**config.mk**
```make
export PLATFORM = sky130hd
export DESIGN_NAME = apb_master_bridge
export DESIGN_NICKNAME = d
export VERILOG_FILES = /design/src/rtl/apb_master_bridge.sv
export SDC_FILE = /design/constraint.sdc
export NUM_CORES = 1
export LEC_CHECK = 0
export CAP_MARGIN = 15
export CORE_UTILIZATION = 35
export DETAILED_ROUTE_END_ITERATION = 8
export PLACE_DENSITY = 0.78
export SLEW_MARGIN = 20
export SYNTH_ARGS = -nofsm -noshare
export SYNTH_HDL_FRONTEND = slang
export SYNTH_SLANG_ARGS = --single-unit
```
**constraint.sdc**
```tcl
create_clock -name clk -period 2.6 [get_ports clk]
set_clock_uncertainty 0.05 [all_clocks]
set_input_delay 0.78 -clock clk [delete_from_list [all_inputs] [get_ports clk]]
set_output_delay 0.78 -clock clk [all_outputs]
set_load 0.01 [all_outputs]
```
**src/rtl/apb_master_bridge.sv**
```systemverilog
// Core request/grant/rvalid to APB initiator bridge.
// Runs one SETUP/ACCESS transfer per granted request. A PREADY timeout stops a hung slave from stalling the core.
module apb_master_bridge #(
    parameter int APB_ADDR_WIDTH = 32,
    parameter int APB_DATA_WIDTH = 32,
    parameter int TIMEOUT_CYCLES = 255
) (
    input  logic                      clk,
    input  logic                      rst_n,
    input  logic                      data_req_i,
    output logic                      data_gnt_o,
    input  logic [31:0]               data_addr_i,
    input  logic                      data_we_i,
    input  logic [3:0]                data_be_i,
    input  logic [APB_DATA_WIDTH-1:0] data_wdata_i,
    output logic                      data_rvalid_o,
    output logic [APB_DATA_WIDTH-1:0] data_rdata_o,
    output logic                      data_err_o,
    output logic [APB_ADDR_WIDTH-1:0] paddr,
    output logic [APB_DATA_WIDTH-1:0] pwdata,
    output logic                      pwrite,
    output logic                      psel,
    output logic                      penable,
    input  logic [APB_DATA_WIDTH-1:0] prdata,
    input  logic                      pready,
    input  logic                      pslverr,
    output logic                      busy_o
);

    localparam logic [1:0] IDLE   = 2'd0;
    localparam logic [1:0] SETUP  = 2'd1;
    localparam logic [1:0] ACCESS = 2'd2;
    localparam logic [1:0] RESP   = 2'd3;

    // The counter only has to reach TIMEOUT_CYCLES-1: the abort happens on that cycle.
    localparam int CNT_W = (TIMEOUT_CYCLES > 1) ? $clog2(TIMEOUT_CYCLES) : 1;
    localparam logic [CNT_W-1:0] CNT_LAST =
        CNT_W'((TIMEOUT_CYCLES > 0) ? (TIMEOUT_CYCLES - 1) : 0);

    logic [1:0]       state;
    logic [CNT_W-1:0] wait_cnt;
    logic             timeout_hit;
    logic             partial_write;

    assign timeout_hit   = (TIMEOUT_CYCLES != 0) && (wait_cnt == CNT_LAST);
    assign partial_write = data_we_i && (data_be_i != 4'hF);

    assign data_gnt_o    = (state == IDLE) && data_req_i;
    assign psel          = (state == SETUP) || (state == ACCESS);
    assign penable       = (state == ACCESS);
    assign data_rvalid_o = (state == RESP);
    assign busy_o        = (state != IDLE);

    always_ff @(posedge clk or negedge rst_n) begin
        if (!rst_n) begin
            state        <= IDLE;
            wait_cnt     <= '0;
            paddr        <= '0;
            pwdata       <= '0;
            pwrite       <= 1'b0;
            data_rdata_o <= '0;
            data_err_o   <= 1'b0;
        end else begin
            case (state)
                IDLE: begin
                    if (data_req_i) begin
                        // Peripherals are word registers, so sub-word writes are refused without touching the bus.
                        if (partial_write) begin
                            data_rdata_o <= '0;
                            data_err_o   <= 1'b1;
                            state        <= RESP;
                        end else begin
                            paddr    <= APB_ADDR_WIDTH'(data_addr_i & 32'hFFFF_FFFC);
                            pwrite   <= data_we_i;
                            pwdata   <= data_we_i ? data_wdata_i : '0;
                            wait_cnt <= '0;
                            state    <= SETUP;
                        end
                    end
                end
                SETUP: state <= ACCESS;
                ACCESS: begin
                    // A late pready on the limit cycle still completes the transfer.
                    if (pready) begin
                        data_rdata_o <= pwrite ? '0 : prdata;
                        data_err_o   <= pslverr;
                        state        <= RESP;
                    end else if (timeout_hit) begin
                        data_rdata_o <= '0;
                        data_err_o   <= 1'b1;
                        state        <= RESP;
                    end else begin
                        wait_cnt <= wait_cnt + 1'b1;
                    end
                end
                RESP:    state <= IDLE;
                default: state <= IDLE;
            endcase
        end
    end

endmodule

```
==> impl_results.md, run 1 <==
- Critical path peak fanout: 2
- First-pass iteration count of the detailed router: 4
- Tcrit/Tclk final: 0.973
- Slew @ Worst Pin: 0.562 ns
- Antenna viol nets, final: 0
- First-pass GRT wire length: 19100 um
- Post-synth top area cell: dfrtp_1
- Crit. End Element: output port
- Final Slew Violations: 0
- Synthesized area: 0.00442 mm^2
- Antenna violations before repair: 0
- H-tree lvl count: 3
- Avg WL per Cell: 15.6 um
- CP delay by family, top: buffers and inverters
- Final WL: 11700 um
- Post-synth ARST share: 1.00
- Tot GR Track Use: 0.188
- Die Wd: 114 um
- CTS tree: yes
- ANT cells: 0
- Netlist cell types: 42
- PwrDens: 1040 mW/mm^2
- Ys flop type: dfrtp_1
- Worst skew pair latency: 0.34 ns
- Mapped Cells: 372
- CP Buf/Inv Count: 2
- Worst-case clock buffer depth: 2
- Num CTS Buffers: 9
- Area Overhead vs Synth: 58.3%
- Number of remaining DRC errors: 0
- F_max: 0.395 GHz
- Vias in the first global route: 3805
- Flops & latches, synth: 106
- Share of cells above drive strength 1: 0.123
- Min Tclk post-route: 2.53 ns
- Worst path slowest cell: clkdlybuf4s50_1
- Largest net degree at the start of global routing: 107
- Finished Core Util: 0.575
- GRT Residual Overflow: 0
- Clk sinks: 106
- Die Ht: 114 um
- Max capacitance violation total: 0
- Setup-failing EPs final: 0
- Status: finished clean
- Drt initial violations: 178
- Crit path DAT: 1.70 ns
- Ys Warns: 0
- Worst rel slew slack: 0.625
- Total leakage power: 0.00299 uW
- Cells along the critical path: clkdlybuf4s50_1 -> and2_1 -> clkdlybuf4s15_1
- Sequential element share of the synthesized area: 0.600
- Unrepaired setup endpoints after global routing: false
- Clock Pin Slew Worst Setup and Hold Paths: 0.07 ns
- Nets: 691
- Synth area leaders: dfrtp_1, mux2_2, a22o_1
- Starting density of the core: 0.363
- HPWL after DPL: 8690 um
- Rows: 40
- Root Buffer: clkbuf_16
- PnR Total Power: 7240 uW
- Post-synth EDFFs: 0
- Port buffer count: 204
- Hold_buf cts: 0
- Final count of hold timing violations: 0
- Core footprint: 0.0122 mm^2
- Vias per cell: 4.86
- Post-CTS resize count: 2
- Via count: 3655
- Area share of the largest cell type after synthesis: 0.600
- GP Congestion: 0.876
- Post-CTS Setup Bufs: 0
- DIE AREA: 0.0131 mm^2
- Worst min-delay path category: reg2reg
- Crit start category: input pin
- Slowest stage delay, CP: 0.50 ns
- WP data required: 1.77 ns
- Avg Cell Area, Syn: 11.9 um^2
- IO Count: 209
- Critical path class: in2out
- Worst vdd ir: 0.549 mV
cells in the final DEF (no fill, tap or decap), types with 3 or more instances in the layout:
cell type | netlist | final
clkdlybuf4s50_1 | 0 | 201
dfrtp_1 | 106 | 106
nand2_1 | 71 | 71
o21ai_0 | 36 | 36
a22o_1 | 32 | 32
mux2_2 | 30 | 30
buf_4 | 5 | 12
inv_1 | 10 | 10
clkbuf_16 | 0 | 9
nand3_1 | 6 | 6
ha_1 | 6 | 6
nor2_1 | 5 | 5
a2bb2oi_1 | 5 | 5
buf_12 | 0 | 5
o31ai_1 | 3 | 3
nor4_1 | 3 | 3
stage by stage:
step	cell area [um^2]	cells	TNS [ns]	setup slack, ns	hold WS (ns)
2_1_floorplan	4420	373	0	0.696	0.434
3_3_place_gp	6700	736	-0.248	-0.248	0.413
3_5_place_dp	6700	736	-0.217	-0.217	0.419
4_1_cts	7000	752	0	0.0386	0.435
5_1_grt	7000	752	0	0.0234	0.467
6_report	7000	752	0	0.0714	0.432
worst reg2reg max path, delay by kind of cell, from the launching register on:
family                   cells  cell delay (ns)
AND/OR/NAND/NOR              1             0.10
flip-flops                   1             0.38
AO/OA/AOI/OAI                3             0.68
buffers and inverters        3             0.49
adder cells (fa/ha/maj)      1             0.25
synthesized netlist by cell type (all sizes together), types with 2 or more instances:
| master | n |
|---|---|
| nor4 | 3 |
| buf | 20 |
| nand3 | 6 |
| mux2 | 30 |
| or3 | 2 |
| o2bb2ai | 3 |
| a2bb2oi | 5 |
| ha | 6 |
| nand4 | 2 |
| inv | 11 |
| a221oi | 2 |
| a22o | 32 |
| o32a | 2 |
| o21ai | 40 |
| a2111oi | 3 |
| o31ai | 3 |
| clkbuf | 5 |
| a21oi | 2 |
| dfrtp | 106 |
| nand2 | 71 |
| nor2 | 6 |
registers in the layout, summed over array words and instances (netlist names):
| register | flops |
|---|---|
| data_rdata_o | 32 |
| pwdata | 32 |
| state | 2 |
| wait_cnt | 8 |
| paddr | 30 |
| data_err_o | 1 |
| pwrite | 1 |
layout make-up:
class / count / area, um^2
clock buffers: 10 / 239
repair buffers: 220 / 2220
well taps: 168 / 210
clock inverters: 6 / 63.8
multi-input cells: 231 / 1570
inverters: 11 / 41.3
fillers: 1021 / 5160
flip-flops and latches: 106 / 2650
layer usage:
metal / vias up / GRT usage / wire [um]
li1: 1720 / - / -
met2: 178 / 0.318 / 5750
met1: 1728 / 0.214 / 4610
met3: 29 / 0.0625 / 1040
met5: - / 0 / 0
met4: 0 / 0.0892 / 308
power breakdown:
part / internal, uW / switching (uW) / leakage [uW]
sequential: 2260 / 343 / 0.00136
clock: 773 / 614 / 0.000145
combinational: 1860 / 1390 / 0.00149
total: 4900 / 2350 / 0.00299
final timing paths:
path / start / endpoint / slack, ns / depth (start not counted)
worst max-delay path: data_req_i / data_gnt_o / 0.07 / 3
worst min-delay path: pwdata[27] / pwdata[27] / 0.43 / 2
worst max register to register: state[0] / wait_cnt[4] / 0.50 / 8
worst min register to register: pwdata[27] / pwdata[27] / 0.43 / 2
max in group asynchronous: rst_n / data_rdata_o[2] / 1.63 / 2
min in group asynchronous: rst_n / data_err_o / 0.44 / 2
cells by family (layout without fill, tap and decap cells):
logic type | count (synthesis) | after routing | synth area share
flops | 106 | 106 | 0.600
compound gates | 96 | 96 | 0.161
simple gates | 96 | 96 | 0.0951
buf+inv | 36 | 247 | 0.0476
mux | 31 | 31 | 0.0787
fa+ha+maj | 6 | 6 | 0.0170
other cells | 1 | 2 | 0.000848
Power figures use the tool's default switching activity.
==> run 2, diff against run 1 <==
--- a/config.mk
+++ b/config.mk
@@ -11,2 +11,3 @@
 export PLACE_DENSITY = 0.78
+export SETUP_SLACK_MARGIN = 0.5
 export SLEW_MARGIN = 20
--- a/constraint.sdc
+++ b/constraint.sdc
@@ -4,2 +4,2 @@
 set_output_delay 0.78 -clock clk [all_outputs]
-set_load 0.01 [all_outputs]
+set_load 0.05 [all_outputs]
==> run 2 against run 1 <==
  * Power up 30%
  * Wire length up 9.9%
  * Register-to-register slack better by 0.12 ns
  * First-iteration DRC count down 35%
  * Utilization up 2.6 points
  * Flip-flop and latch count unchanged
  * Critical path depth unchanged
  * Maximum frequency up 16%
  * Global-route usage up 0.63 points
  * Worst hold slack worse by 0.083 ns
  * Critical path type unchanged
==> impl_results.md, run 2 (same netlist as run 1, synthesis figures left out) <==
- First-pass GRT wire length: 19500 um
- CP delay by family, top: buffers and inverters
- Number of remaining DRC errors: 0
- ANT cells: 0
- Unrepaired setup endpoints after global routing: true
- Largest regs: data_rdata_o: 32 flops, pwdata: 32 flops, paddr: 30 flops
- Final Slew Violations: 0
- Worst min-delay path category: in2async
- Starting density of the core: 0.363
- Slew @ Worst Pin: 0.523 ns
- Crit path depth: 3
- Setup TNS: 0 ns
- Port buffer count: 204
- Combinational share of power: 0.562
- GRT Residual Overflow: 0
- DR WL met3: 887 um
- Post-DP Area: 0.00671 mm^2
- Clock power frac: 0.160
- Sequential share of power: 0.278
- Top layer in use: met4
- CTS tree: yes
- PwrDens: 1280 mW/mm^2
- Pint: 4950 uW
- GP Congestion: 0.862
- H-tree lvl count: 3
- Worst skew pair latency: 0.35 ns
- Design Area, Final: 0.00731 mm^2
- Critical path class: in2out
- Crit path DAT: 1.35 ns
- Critical path peak fanout: 2
- Total leakage power: 0.00334 uW
- Worst-case clock buffer depth: 2
- First-pass iteration count of the detailed router: 4
- M1 WL: 5060 um
- F_max: 0.459 GHz
- Status: finished clean
- Max capacitance violation total: 0
- Die Wd: 114 um
- IO Count: 209
- Num CTS Buffers: 9
- DIE AREA: 0.0131 mm^2
- WP data required: 1.77 ns
- Cells along the critical path: dlygate4sd2_1 -> and2_4 -> buf_12
- Root Buffer: clkbuf_16
- Reg2Reg Depth: 8
- Hold_buf cts: 0
- Min Hold Slack: 0.349 ns
- Finished Core Util: 0.601
- Vias per cell: 4.92
- Worst vdd ir: 0.685 mV
- Crit. End Element: output port
- Antenna violations before repair: 0
- Setup-failing EPs final: 0
- Core footprint: 0.0122 mm^2
- Met2 WL: 6600 um
- Antenna viol nets, final: 0
- Vias in the first global route: 3886
- Clock Pin Slew Worst Setup and Hold Paths: 0.06 ns
- Final WL: 12900 um
- Drt initial violations: 116
- CP Buf/Inv Count: 2
- Tot GR Track Use: 0.194
- Crit start category: input pin
- Worst rel slew slack: 0.650
- HPWL after DPL: 8740 um
- Area Overhead vs Synth: 65.4%
- Clk sinks: 106
- Slowest stage delay, CP: 0.25 ns
- Die Ht: 114 um
- Nets: 708
- Worst path slowest cell: dlygate4sd2_1
- Min Tclk post-route: 2.18 ns
- Most common cell after layout, fill and taps aside: dfrtp_1
- Largest net degree at the start of global routing: 68
- Via count: 3780
- Avg WL per Cell: 16.7 um
- Commonest cells after routing, fill and taps aside: dfrtp_1, clkdlybuf4s50_1, nand2_1
- Net Sw Frac: 0.473
- Share of cells above drive strength 1: 0.201
- Rows: 40
- Final count of hold timing violations: 0
- Tcrit/Tclk final: 0.837
- NetSw: 4440 uW
[run 2: layer usage]
metal	vias up	track usage
met5	-	0
met1	1851	0.222
li1	1765	-
met3	20	0.0572
met2	144	0.332
met4	0	0.0961
[run 2: worst paths after layout]
path,slack [ns],start,to
min in group clk,0.43,pwdata[12],pwdata[12]
worst min-delay path,0.35,rst_n,state[1]
max in group asynchronous,1.81,rst_n,pwdata[4]
worst min register to register,0.43,pwdata[12],pwdata[12]
worst max register to register,0.62,state[0],data_rdata_o[12]
worst max-delay path,0.42,data_req_i,data_gnt_o
[run 2: per-stage QoR]
stage	setup WS (ns)	cells	total power, uW
detailed placement	0.0803	733	7880
global route	0.397	769	9820
global placement	0.126	733	7740
floorplan	0.592	373	6000
CTS	0.424	756	9170
finish	0.423	769	9390
[run 2: layout make-up]
cell class                 count  area (um^2)
clock inverter                 4         73.8
clock buffer                  12          256
inverter                      11         41.3
tap                          168          210
fill                        1041         4850
sequential                   106         2650
multi-input combinational    231         1660
timing repair buffer         237         2410
[run 2: power groups by stage]
stage,Clock (uW),Sequential [uW],Combinational (uW)
after detailed placement,0,2640,5240
after global routing,1610,2690,5530
after CTS,1530,2600,5040
after global placement,0,2600,5140
after floorplan,0,4630,1370
final,1500,2610,5270
[run 2: what timing repair did]
action,CTS,global route
resized for setup,132,93
endpoints found under the setup margin,116,115
pin swaps,2,5
setup buffers,7,8
gates cloned,0,5
[run 2: worst reg2reg max path, cell delays in order, from the launching register on]
cell,delay [ns]
dfrtp_1,0.40
inv_2,0.12
ha_4,0.17
buf_4,0.14
nand3_1,0.07
o32a_1,0.39
nor2_4,0.23
clkbuf_16,0.22
a22o_1,0.14
